$ cat src/rtl/ysyx_25040111_wbarb_pkg.sv
// ysyx_25040111_wbarb_pkg: shared sizes and grant encoding for the writeback arbiter.
package ysyx_25040111_wbarb_pkg;
   localparam int NREG_DEF = 16;
   localparam int AW_DEF   = 4;
   localparam int DW_DEF   = 32;
   localparam logic GNT_EXU = 1'b0;
   localparam logic GNT_LSU = 1'b1;
endpackage

$ cat src/rtl/ysyx_25040111_rr_arb2.sv
// ysyx_25040111_rr_arb2: two-way round-robin arbiter (req[0]=EXU, req[1]=LSU).
// YSYX_25040111_WBARB_LSU_PRIO_EN selects fixed LSU priority instead.
module ysyx_25040111_rr_arb2
   import ysyx_25040111_wbarb_pkg::*;
(
   input  logic       clock,
   input  logic       reset,
   input  logic [1:0] req,
   output logic       gnt_valid,
   output logic       gnt_sel
);
   logic last_gnt_q, last_gnt_d;
   always_comb begin
`ifdef YSYX_25040111_WBARB_LSU_PRIO_EN
      gnt_sel = req[1];
`else
      gnt_sel = req[1] && (!req[0] || last_gnt_q == GNT_EXU);
`endif
      gnt_valid  = |req;
      last_gnt_d = gnt_valid ? gnt_sel : last_gnt_q;
   end
   always_ff @(posedge clock) begin
      if (!reset) last_gnt_q <= GNT_LSU;
      else        last_gnt_q <= last_gnt_d;
   end
endmodule

$ cat src/rtl/ysyx_25040111_wbarb.sv
// ysyx_25040111_wbarb: writeback arbiter and RAW/WAW scoreboard for a 16-entry register file.
// YSYX_25040111_WBARB_LSU_PRIO_EN gives the LSU fixed priority on write-port conflicts.
module ysyx_25040111_wbarb
   import ysyx_25040111_wbarb_pkg::*;
#(
   parameter int NREG = NREG_DEF,
   parameter int AW   = AW_DEF,
   parameter int DW   = DW_DEF
) (
   input  logic          clock,
   input  logic          reset,
   input  logic          iss_valid,
   input  logic [1:0]    iss_ren,
   input  logic [AW-1:0] iss_rs1,
   input  logic [AW-1:0] iss_rs2,
   input  logic          iss_wen,
   input  logic [AW-1:0] iss_rd,
   output logic          iss_stall,
   input  logic          exu_valid,
   input  logic [AW-1:0] exu_rd,
   input  logic [DW-1:0] exu_data,
   output logic          exu_ready,
   input  logic          lsu_valid,
   input  logic [AW-1:0] lsu_rd,
   input  logic [DW-1:0] lsu_data,
   output logic          lsu_ready,
   output logic          rf_wen,
   output logic [AW-1:0] rf_waddr,
   output logic [DW-1:0] rf_wdata,
   output logic          busy,
   output logic          err
);
   logic [NREG-1:0] pending_q, pending_d, clr_vec, set_vec, pend_eff;
   logic            err_q, err_d;
   logic            gnt_valid, gnt_sel, set_en;
   ysyx_25040111_rr_arb2 u_arb (
      .clock     (clock),
      .reset     (reset),
      .req       ({lsu_valid && reset, exu_valid && reset}),
      .gnt_valid (gnt_valid),
      .gnt_sel   (gnt_sel)
   );
   always_comb begin
      exu_ready = gnt_valid && gnt_sel == GNT_EXU;
      lsu_ready = gnt_valid && gnt_sel == GNT_LSU;
      rf_waddr  = gnt_sel == GNT_LSU ? lsu_rd : exu_rd;
      rf_wdata  = gnt_sel == GNT_LSU ? lsu_data : exu_data;
      rf_wen    = gnt_valid && rf_waddr != '0;
      clr_vec   = rf_wen ? {{(NREG-1){1'b0}}, 1'b1} << rf_waddr : '0;
      // The register being written this cycle is forwarded by the register file, so it no longer blocks.
      pend_eff  = pending_q & ~clr_vec;
      iss_stall = !reset || (iss_valid && ((iss_ren[0] && pend_eff[iss_rs1]) ||
                  (iss_ren[1] && pend_eff[iss_rs2]) || (iss_wen && pend_eff[iss_rd])));
      set_en    = iss_valid && !iss_stall && iss_wen && iss_rd != '0;
      set_vec   = set_en ? {{(NREG-1){1'b0}}, 1'b1} << iss_rd : '0;
      pending_d = (pend_eff | set_vec) & ~{{(NREG-1){1'b0}}, 1'b1};
      err_d     = err_q || (gnt_valid && rf_waddr != '0 && !pending_q[rf_waddr]);
      busy      = reset && |pending_q;
      err       = err_q;
   end
   always_ff @(posedge clock) begin
      if (!reset) begin
         pending_q <= '0;
         err_q     <= 1'b0;
      end else begin
         pending_q <= pending_d;
         err_q     <= err_d;
      end
   end
endmodule

$ cat config.mk
export PLATFORM = sky130hd
export DESIGN_NAME = ysyx_25040111_wbarb
export DESIGN_NICKNAME = d
export VERILOG_FILES = /design/src/rtl/ysyx_25040111_wbarb_pkg.sv /design/src/rtl/ysyx_25040111_rr_arb2.sv /design/src/rtl/ysyx_25040111_wbarb.sv
export SDC_FILE = /design/constraint.sdc
export NUM_CORES = 1
export LEC_CHECK = 0
export ABC_AREA = 1
export ABC_CLOCK_PERIOD_IN_PS = 4600
export CAP_MARGIN = 20
export CORE_MARGIN = 1
export CORE_UTILIZATION = 41
export CTS_BUF_LIST = sky130_fd_sc_hd__clkbuf_16
export DETAILED_ROUTE_END_ITERATION = 6
export PLACE_DENSITY = 0.87
export SYNTH_ARGS = -nofsm -noshare
export SYNTH_HDL_FRONTEND = slang
export SYNTH_SLANG_ARGS = --single-unit
$ cat constraint.sdc
create_clock -name clock -period 4.6 [get_ports clock]
set_input_delay 0.69 -clock clock [delete_from_list [all_inputs] [get_ports clock]]
set_output_delay 0.69 -clock clock [all_outputs]
set_load 0.03 [all_outputs]
# --- Word level (Yosys, flattened, before mapping) ---
# Cells that the tools add are included.
classes:
  bitwise: 5
  order_cmp: 4
  n_mux: 12
  n_shift: 2
  reduce_logical: 28
ops:
  columns: ["cell", "count"]
  rows:
  - ["2-to-1 mux 16 bit", 2]
  - ["2-to-1 mux 32 bit", 1]
  - ["<< shifter 1 x 4 -> 16 bit (first input constant)", 2]
  - ["< comparator 4 x 5 -> 1 bit (second input constant)", 4]
  - ["bitwise AND 16 bit", 1]
  - ["binary-select mux 1 bit (select 4 bit)", 4]
  - ["inverter 16 bit", 1]
  - ["bitwise OR 16 bit", 1]
  - ["OR reduction 16 bit", 1]
  - ["logical AND 1 bit", 15]
  - ["nonzero test 4 bit", 2]
  - ["logical OR 1 bit", 5]
  - ["logical NOT 1 bit", 4]
  - ["2-to-1 mux 1 bit", 4]
  - ["2-to-1 mux 4 bit", 1]
  - ["inverter 1 bit", 2]
  - ["OR reduction 2 bit", 1]
word_totals:
  in_bits: 92
  register_bits: 18
  wordCells: 55

# --- Depth between registers and ports, before layout ---
# Gate-level depths: netlist of run 1.
depth:
  word_depth: 23
  mapped_depth: 21
  ltp_nobuf: 19

# --- By module ---
# A second synthesis of run 1 with hierarchy kept.
hier_totals:
  cells_unflattened: 428
  hier_area_um2: 2272.2
by_module_without_submodules:
  columns: ["module", "seq_area_each_um2", "area_per_inst_um2", "instances", "cells_per_inst"]
  rows:
  - ["ysyx_25040111_wbarb", 320.3, 2225.9, 1, 422]
  - ["ysyx_25040111_rr_arb2", 20.0, 46.3, 1, 6]

# --- Worst setup path before layout of run 1 ---
# No wires, ideal clock.
synth_path:
  kind: "input-to-output"
  from: "input lsu_valid"
  to: "output iss_stall"
  setup_slack_ps: 1409
  cell_stages: 16
  n_path_buf: 1
  t_arrival_ps: 2501
  t_required_ps: 3910
  path_cell_list: "nand2_1 a21oi_2 nand2_1 nand2_1 nand2_2 nor2_1 nand3_1 nand2_1 nand2_1 nand3_1 nand2_1 nand3_2 nand3_2 nand2_4 buf_6 nand2_1"
synth_via:
  elab_chain_cells: 15
synth_rtl:
  columns: ["element", "line", "source"]
  rows:
  - ["from (decl)", "ysyx_25040111_wbarb.sv:23", "input logic lsu_valid,"]
  - ["logical AND 1 bit (*)", "ysyx_25040111_wbarb.sv:39", ".req ({lsu_valid && reset, exu_valid && reset}),"]
  - ["logical AND 1 bit (*)", "ysyx_25040111_rr_arb2.sv:17", "gnt_sel = req[1] && (!req[0] || last_gnt_q == GNT_EXU);"]
  - ["2-to-1 mux 4 bit (*)", "ysyx_25040111_wbarb.sv:46", "rf_waddr = gnt_sel == GNT_LSU ? lsu_rd : exu_rd;"]
  - ["named net rf_waddr[2]", "ysyx_25040111_wbarb.sv:28", "output logic [AW-1:0] rf_waddr,"]
  - ["nonzero test 4 bit", "ysyx_25040111_wbarb.sv:48", "rf_wen = gnt_valid && rf_waddr != '0;"]
  - ["logical AND 1 bit", "ysyx_25040111_wbarb.sv:48", null]
  - ["2-to-1 mux 16 bit (*)", "ysyx_25040111_wbarb.sv:49", "clr_vec = rf_wen ? {{(NREG-1){1'b0}}, 1'b1} << rf_waddr : '0;"]
  - ["inverter 16 bit (*)", "ysyx_25040111_wbarb.sv:51", "pend_eff = pending_q & ~clr_vec;"]
  - ["bitwise AND 16 bit (*)", "ysyx_25040111_wbarb.sv:51", null]
  - ["binary-select mux 1 bit (select 4 bit) (on tied branches)", "ysyx_25040111_wbarb.sv:52, ysyx_25040111_wbarb.sv:53", null]
  - ["2-to-1 mux 1 bit (on tied branches)", "ysyx_25040111_wbarb.sv:52, ysyx_25040111_wbarb.sv:53", null]
  - ["logical AND 1 bit (on tied branches)", "ysyx_25040111_wbarb.sv:52, ysyx_25040111_wbarb.sv:53", null]
  - ["logical OR 1 bit", "ysyx_25040111_wbarb.sv:52", "iss_stall = !reset || (iss_valid && ((iss_ren[0] && pend_eff[iss_rs1]) ||"]
  - ["logical OR 1 bit (*)", "ysyx_25040111_wbarb.sv:53", "(iss_ren[1] && pend_eff[iss_rs2]) || (iss_wen && pend_eff[iss_rd])));"]
  - ["logical AND 1 bit (*)", "ysyx_25040111_wbarb.sv:52", null]
  - ["logical OR 1 bit (*)", "ysyx_25040111_wbarb.sv:52", null]
  - ["to (decl)", "ysyx_25040111_wbarb.sv:18", "output logic iss_stall,"]
# Mark *: on every way through the listed nets, which the timed path passes. The rest lies on a longest branch. The select of a mux whose other input is x is not followed.

# --- Worst setup path in the final report of run 1 ---
layout_path:
  from: "input exu_valid"
  to: "output iss_stall"
layout_via:
  elab_chain_cells: 17
layout_rtl:
  columns: ["element", "line", "source"]
  rows:
  - ["from (decl)", "ysyx_25040111_wbarb.sv:19", "input logic exu_valid,"]
  - ["logical AND 1 bit (*)", "ysyx_25040111_wbarb.sv:39", null]
  - ["logical NOT 1 bit", "ysyx_25040111_rr_arb2.sv:17", null]
  - ["logical OR 1 bit", "ysyx_25040111_rr_arb2.sv:17", null]
  - ["logical AND 1 bit", "ysyx_25040111_rr_arb2.sv:17", null]
  - ["2-to-1 mux 4 bit", "ysyx_25040111_wbarb.sv:46", null]
  - ["nonzero test 4 bit", "ysyx_25040111_wbarb.sv:48", null]
  - ["logical AND 1 bit", "ysyx_25040111_wbarb.sv:48", null]
  - ["2-to-1 mux 16 bit (*)", "ysyx_25040111_wbarb.sv:49", null]
  - ["inverter 16 bit (*)", "ysyx_25040111_wbarb.sv:51", null]
  - ["bitwise AND 16 bit (*)", "ysyx_25040111_wbarb.sv:51", null]
  - ["binary-select mux 1 bit (select 4 bit) (on tied branches)", "ysyx_25040111_wbarb.sv:52, ysyx_25040111_wbarb.sv:53", null]
  - ["2-to-1 mux 1 bit (on tied branches)", "ysyx_25040111_wbarb.sv:52, ysyx_25040111_wbarb.sv:53", null]
  - ["logical AND 1 bit (on tied branches)", "ysyx_25040111_wbarb.sv:52, ysyx_25040111_wbarb.sv:53", null]
  - ["logical OR 1 bit", "ysyx_25040111_wbarb.sv:52", null]
  - ["logical OR 1 bit (*)", "ysyx_25040111_wbarb.sv:53", null]
  - ["logical AND 1 bit (*)", "ysyx_25040111_wbarb.sv:52", null]
  - ["logical OR 1 bit (*)", "ysyx_25040111_wbarb.sv:52", null]
# Mark *: on every way between the ends. The rest lies on a longest branch, timed or not. The select of a mux whose other input is x is not followed.

==> results of run 1 <==
## sequential cells by signal, summed over array words and instances, names as in the netlist
signal and cells:
pending_q 15, err 1, u_arb.last_gnt_q 1
## where the power goes
group	internal [mW]	switching (mW)
Clock	0.117	0.0571
Sequential	0.150	0.00271
Combinational	0.156	0.192
## layout by cell type (no fill, tap or decap), drive strengths merged
master	netlist	final
o2111ai	1	1
nand3	65	65
o221ai	1	1
a21boi	1	1
nand3b	1	1
nor2	23	23
buf	7	5
clkinv	5	5
clkdlybuf4s50	0	132
nor4	3	3
o21bai	1	1
nand2	193	193
a41oi	1	1
o211ai	1	1
inv	34	34
o21ai	3	3
dfxtp	17	17
nand4	17	17
a21oi	20	20
nor3	16	16
clkbuf	9	3
a31oi	2	2
clkinvlp	0	1
## area by class of cell
cell class / count / area, um^2 / share of cell area
Clock buffer: 3 / 75.07 / 0.02043
Clock inverter: 1 / 7.507 / 0.002043
Inverter: 39 / 147.6 / 0.04018
Multi-Input combinational cell: 349 / 1658 / 0.4511
Sequential cell: 17 / 340.3 / 0.09261
Tap cell: 70 / 87.58 / 0.02383
Timing Repair Buffer: 137 / 1359 / 0.3698
## worst min path at each step
stage | from | endpoint
global route | u_arb.last_gnt_q | u_arb.last_gnt_q
global placement | pending_q[12] | pending_q[12]
detailed placement | pending_q[12] | pending_q[12]
floorplan | pending_q[12] | pending_q[12]
finish | pending_q[12] | pending_q[12]
CTS | pending_q[2] | pending_q[2]
## stage by stage
step / instance area (um^2) / util
2_1_floorplan: 2236 / -
3_3_place_gp: 3585 / 0.6930
3_5_place_dp: 3585 / 0.6930
4_1_cts: 3667 / 0.7090
5_1_grt: 3675 / 0.7105
6_report: 3675 / 0.7105
## cells by family after synthesis
group,Yosys count,synth area share
AOI/OAI and AO/OA,31,0.08226
buffers and inverters,55,0.1063
DFF,17,0.1522
and+or+nand+nor,318,0.6592
## worst reg2reg max path: cells and delay by family (launching register included)
family | cells | cell delay, ps
flops | 1 | 380
simple gates | 13 | 1890
compound gates | 2 | 240
buf+inv | 1 | 160
## cell usage after synthesis (3+ instances only)
master    count
nand3_1      60
nand2_1     173
nand2_2      14
nand3_2       5
nor2_1       19
buf_2         3
nand4_1      17
dfxtp_1      17
inv_2         5
nor3_1       16
inv_1        29
clkbuf_1      9
clkinv_1      4
a21oi_1      19
nor4_1        3
nand2_4       6
## layer usage
layer	vias up	routed length [um]	track usage
met3	29	1025	0.06614
met5	-	0	0
met4	0	188	0.08848
met1	1444	3969	0.4548
met2	217	4309	0.5408
li1	1630	-	-
==> results.toml, run 1 <==
[die]
num_rows = 26
ioPinCount = 134
fp.dieArea_um2 = 5752
die_w_um = 75.85
core_um2 = 5172
start_util = 0.4323
die_h_um = 75.85

[drt]
ant_nets = 0
drt_wl_total_mm = 9.493
vias_per_cell = 5.390
drc = 0
firstDrtPassIters = 7
vias = 3320
drt_iter0_markers = 496
wl_per_cell_um = 15.41

[cts]
cts_tree = "done"
clk_latency_ps = 250
cts_setup_buffers = 0
clock_path_buffers = 2
cts.clk_slew.worst_paths_ps = 50
cts-hold-fix-buffers = 0
post_cts_resized = 0
h-tree-depth = 1
cts_buffers = 3
root_buffer = "clkbuf_16"
cts_sinks = 17

[logic_synthesis]
synth_edf_count = 0
syn_area_per_cell_um2 = 5.311
ys_ff_latch = 17
synthFlopType = "dfxtp_1"
synthTopCellsByArea = "nand2_1 29%, dfxtp_1 15%, nand3_1 13%, inv_1 4.9%, nand4_1 4.8%"
ys_seq_area_frac = 0.1522
syn_area_um2 = 2236
async_flop_share = 0
yosysTopAreaCell = "nand2_1"
netlist.area_leader.share = 0.2904
synth_fp_nets = 513
yosys_warnings = 0
synth_cell_types = 33
netlist_instances = 421

[sta]
layout_min_cycle_time_ps = 4193
period_share = 0.9116
tightest_slew_ps = 559.3
fmaxAchievable_ghz = 0.2385
grt_setup_unrepaired = "false"
fin_setup_tns_ps = 0
hold_slack_ps = 564.5
hold_violations = 0
drv_slew = 0
slew_headroom = 0.6246
finalSetupViolations = 0
fin_ws_ps = 406.6
final.setup_skew_ps = 2.360

[run]
drv_cap = 0

[worst_setup_path]
worstSetupEndpointType = "output port"
crit_path_end = "iss_stall"
path_cells = "clkdlybuf4s50_1, nand2_2, nand2_4, nand2_1, nand2_2, nand2_1, inv_2, nand2_1, nand2_1, a21oi_1, nand4_1, nand3_1, nand3_2, nand3_2, nand2_4, nand2_1, buf_4"
reg2reg_slack_ps = 1850
critPathTopFamily = "simple AND/OR/NAND/NOR gates"
r2r_start = "u_arb.last_gnt_q"
crit_type = "in2out"
worstPathBufferInverterCount = 3
max_stage_delay_ps = 550
critical_path_depth = 17
r2r_cells = 16
cp_max_fo = 39
r2r_end = "pending_q[3]"
slowest_stage = "clkdlybuf4s50_1"
cp_data_arrival_time_ps = 3500
critPathLaunch = "exu_valid"
startpoint_type = "primary input"
cpMostUsedCell = "nand2_1"
worstPathRequired_ps = 3910

[status]
outcome = "finished clean"

[cells_and_area]
syn_to_final_growth_pct = 64.35
n_fill_cell = 424
drive_gt1_frac = 0.08425
stdcell_count = 616
antenna_cells = 0
fin_nets = 639

[worst_hold_path]
hold-path-cell-count = 2
hold_class = "reg2reg"

[power]
total_power_uw = 674.8
p_leak_nw = 1.596
peakVddDrop_mv = 0.2245
p_per_area_nw_per_um2 = 183.6

[grt]
grt_pass1_wl_mm = 14.68
grt-ovfl-total = 0
grt_max_degree = 40
antenna_found_initial = 0
grt_pass1_vias = 3072
grtUsageTotal = 0.3354

[placed_design]
place_inst = 611
hpwlAfterDp_mm = 7.552
gp_congestion = 0.9961
io_buffers = 133
pre_cts_ws_ps = 516.5
(Power assumes the default switching activity.)
==> inputs of run 2 (changes only) <==
--- a/config.mk
+++ b/config.mk
@@ -13,6 +13,8 @@
 export CTS_BUF_LIST = sky130_fd_sc_hd__clkbuf_16
 export DETAILED_ROUTE_END_ITERATION = 6
 export PLACE_DENSITY = 0.87
+export REMOVE_ABC_BUFFERS = 1
 export SYNTH_ARGS = -nofsm -noshare
 export SYNTH_HDL_FRONTEND = slang
 export SYNTH_SLANG_ARGS = --single-unit
+export TNS_END_PERCENT = 1
==> run 2 against run 1 <==
Net effect:
- die area stayed put
- core utilization hardly changed
- largest power group unchanged
- final cell count stayed put
- highest routed layer unchanged
- sequential power hardly changed
- critical path depth is 1 higher
- register-to-register slack better by 180 ps
==> results.toml, run 2 (synthesis results as in run 1) <==
[sta]
drv_slew = 0
fmaxAchievable_ghz = 0.2254
period_share = 0.9645
layout_min_cycle_time_ps = 4436
tightest_slew_ps = 1171
finalSetupViolations = 0
hold_violations = 0
hold_slack_ps = 547.6
final.setup_skew_ps = 1.333
fin_setup_tns_ps = 0
slew_headroom = 0.2159
grt_setup_unrepaired = "false"

[run]
drv_cap = 0

[drt]
vias = 3397
vias_per_cell = 5.515
drt_iter0_markers = 406
drt_wl_total_mm = 9.420
firstDrtPassIters = 7
ant_nets = 0
drc = 0
wl_per_cell_um = 15.29

[die]
fp.dieArea_um2 = 5752
num_rows = 26
ioPinCount = 134
core_um2 = 5172
start_util = 0.4323
die_h_um = 75.85
die_w_um = 75.85

[power]
p_per_area_nw_per_um2 = 182.3
peakVddDrop_mv = 0.2345
p_leak_nw = 1.600
total_power_uw = 670.2

[cts]
root_buffer = "clkbuf_16"
clk_latency_ps = 250
cts_buffers = 3
cts_tree = "done"
cts-hold-fix-buffers = 0
clock_path_buffers = 2
cts.clk_slew.worst_paths_ps = 50
cts_sinks = 17
h-tree-depth = 1
cts_setup_buffers = 0

[status]
outcome = "finished clean"

[cells_and_area]
fin_nets = 639
n_fill_cell = 452
final_common_cell = "nand2_1"
largest_register_ffs = 15
seq_area_um2 = 340.3
antenna_cells = 0
layout_common_cells = "173 x nand2_1, 133 x clkdlybuf4s50_1, 60 x nand3_1"
multi_input_area_um2 = 1662
syn_to_final_growth_pct = 64.47
post-route-util = 0.7109
top_register = "pending_q"
drive_gt1_frac = 0.08242

[worst_setup_path]
max_stage_delay_ps = 660
slowest_stage = "clkdlybuf4s50_1"
path_cells = "clkdlybuf4s50_1, nand2_1, clkinv_2, nand2_4, nand2_1, nand2_1, nand2_2, inv_2, a21boi_2, nor2_1, nor2_1, nand3_1, nand2_1, nand3_2, nand3_2, nand2_4, nand2_1, clkdlybuf4s50_1"
worstSetupEndpointType = "output port"
startpoint_type = "primary input"
crit_type = "in2out"
worstPathRequired_ps = 3910
cp_max_fo = 16
cp_data_arrival_time_ps = 3750
cpMostUsedCell = "nand2_1"

[grt]
grtUsageTotal = 0.3285
grt_pass1_vias = 2988
grt-ovfl-total = 0
antenna_found_initial = 0
grt_max_degree = 35
grt_pass1_wl_mm = 14.31

[placed_design]
gp_congestion = 0.9820
io_buffers = 133
hpwlAfterDp_mm = 7.546

[worst_hold_path]
hold_class = "reg2reg"
==> run 2: area by class of cell <==
type / instances / area share
clock buffer: 3 / 0.02042
clock inverter: 1 / 0.001021
inverter: 39 / 0.04015
multi-input combinational: 349 / 0.4519
sequential: 17 / 0.09255
tap: 70 / 0.02382
timing repair buffer: 137 / 0.3702
==> run 2: path summary, 6_finish.rpt <==
| kind | from | to | slack [ps] | cells after the start |
|---|---|---|---|---|
| min reg2reg | u_arb.last_gnt_q | u_arb.last_gnt_q | 550 | 2 |
| max | lsu_valid | iss_stall | 160 | 18 |
| min | u_arb.last_gnt_q | u_arb.last_gnt_q | 550 | 2 |
| max reg2reg | u_arb.last_gnt_q | pending_q[13] | 2030 | 16 |
==> run 2: stage by stage <==
step / instance area [um^2] / std cells / worst slack, ps
3_5_place_dp: 3595 / 612 / 189.3
6_report: 3677 / 616 / 163.5
4_1_cts: 3674 / 616 / 59.68
3_3_place_gp: 3595 / 612 / 216.9
2_1_floorplan: 2146 / 405 / 694.0
5_1_grt: 3677 / 616 / 3.655
==> run 2: timing repair <==
action                     in CTS  in global routing
hold endpoints to repair        0                  0
resized for setup               0                  1
setup endpoints to repair       0                  1
==> run 2: layer usage <==
metal,track usage,up-vias,share of wire
li1,-,1629,-
met1,0.4216,1472,0.40
met5,0,-,0
met3,0.06349,52,0.11
met2,0.5329,244,0.45
met4,0.1440,0,0.041
==> run 2: worst max-delay path, delay by kind of cell <==
family                 cells  cell delay [ps]
AND/OR/NAND/NOR           13             1370
buffers and inverters      4             1360
AO/OA/AOI/OAI              1              310
==> run 2: power by group <==
group | total [mW] | switching (mW) | internal [mW]
clock network | 0.170 | 0.0547 | 0.115
registers | 0.153 | 0.00268 | 0.150
logic | 0.348 | 0.191 | 0.157
total | 0.670 | 0.249 | 0.422
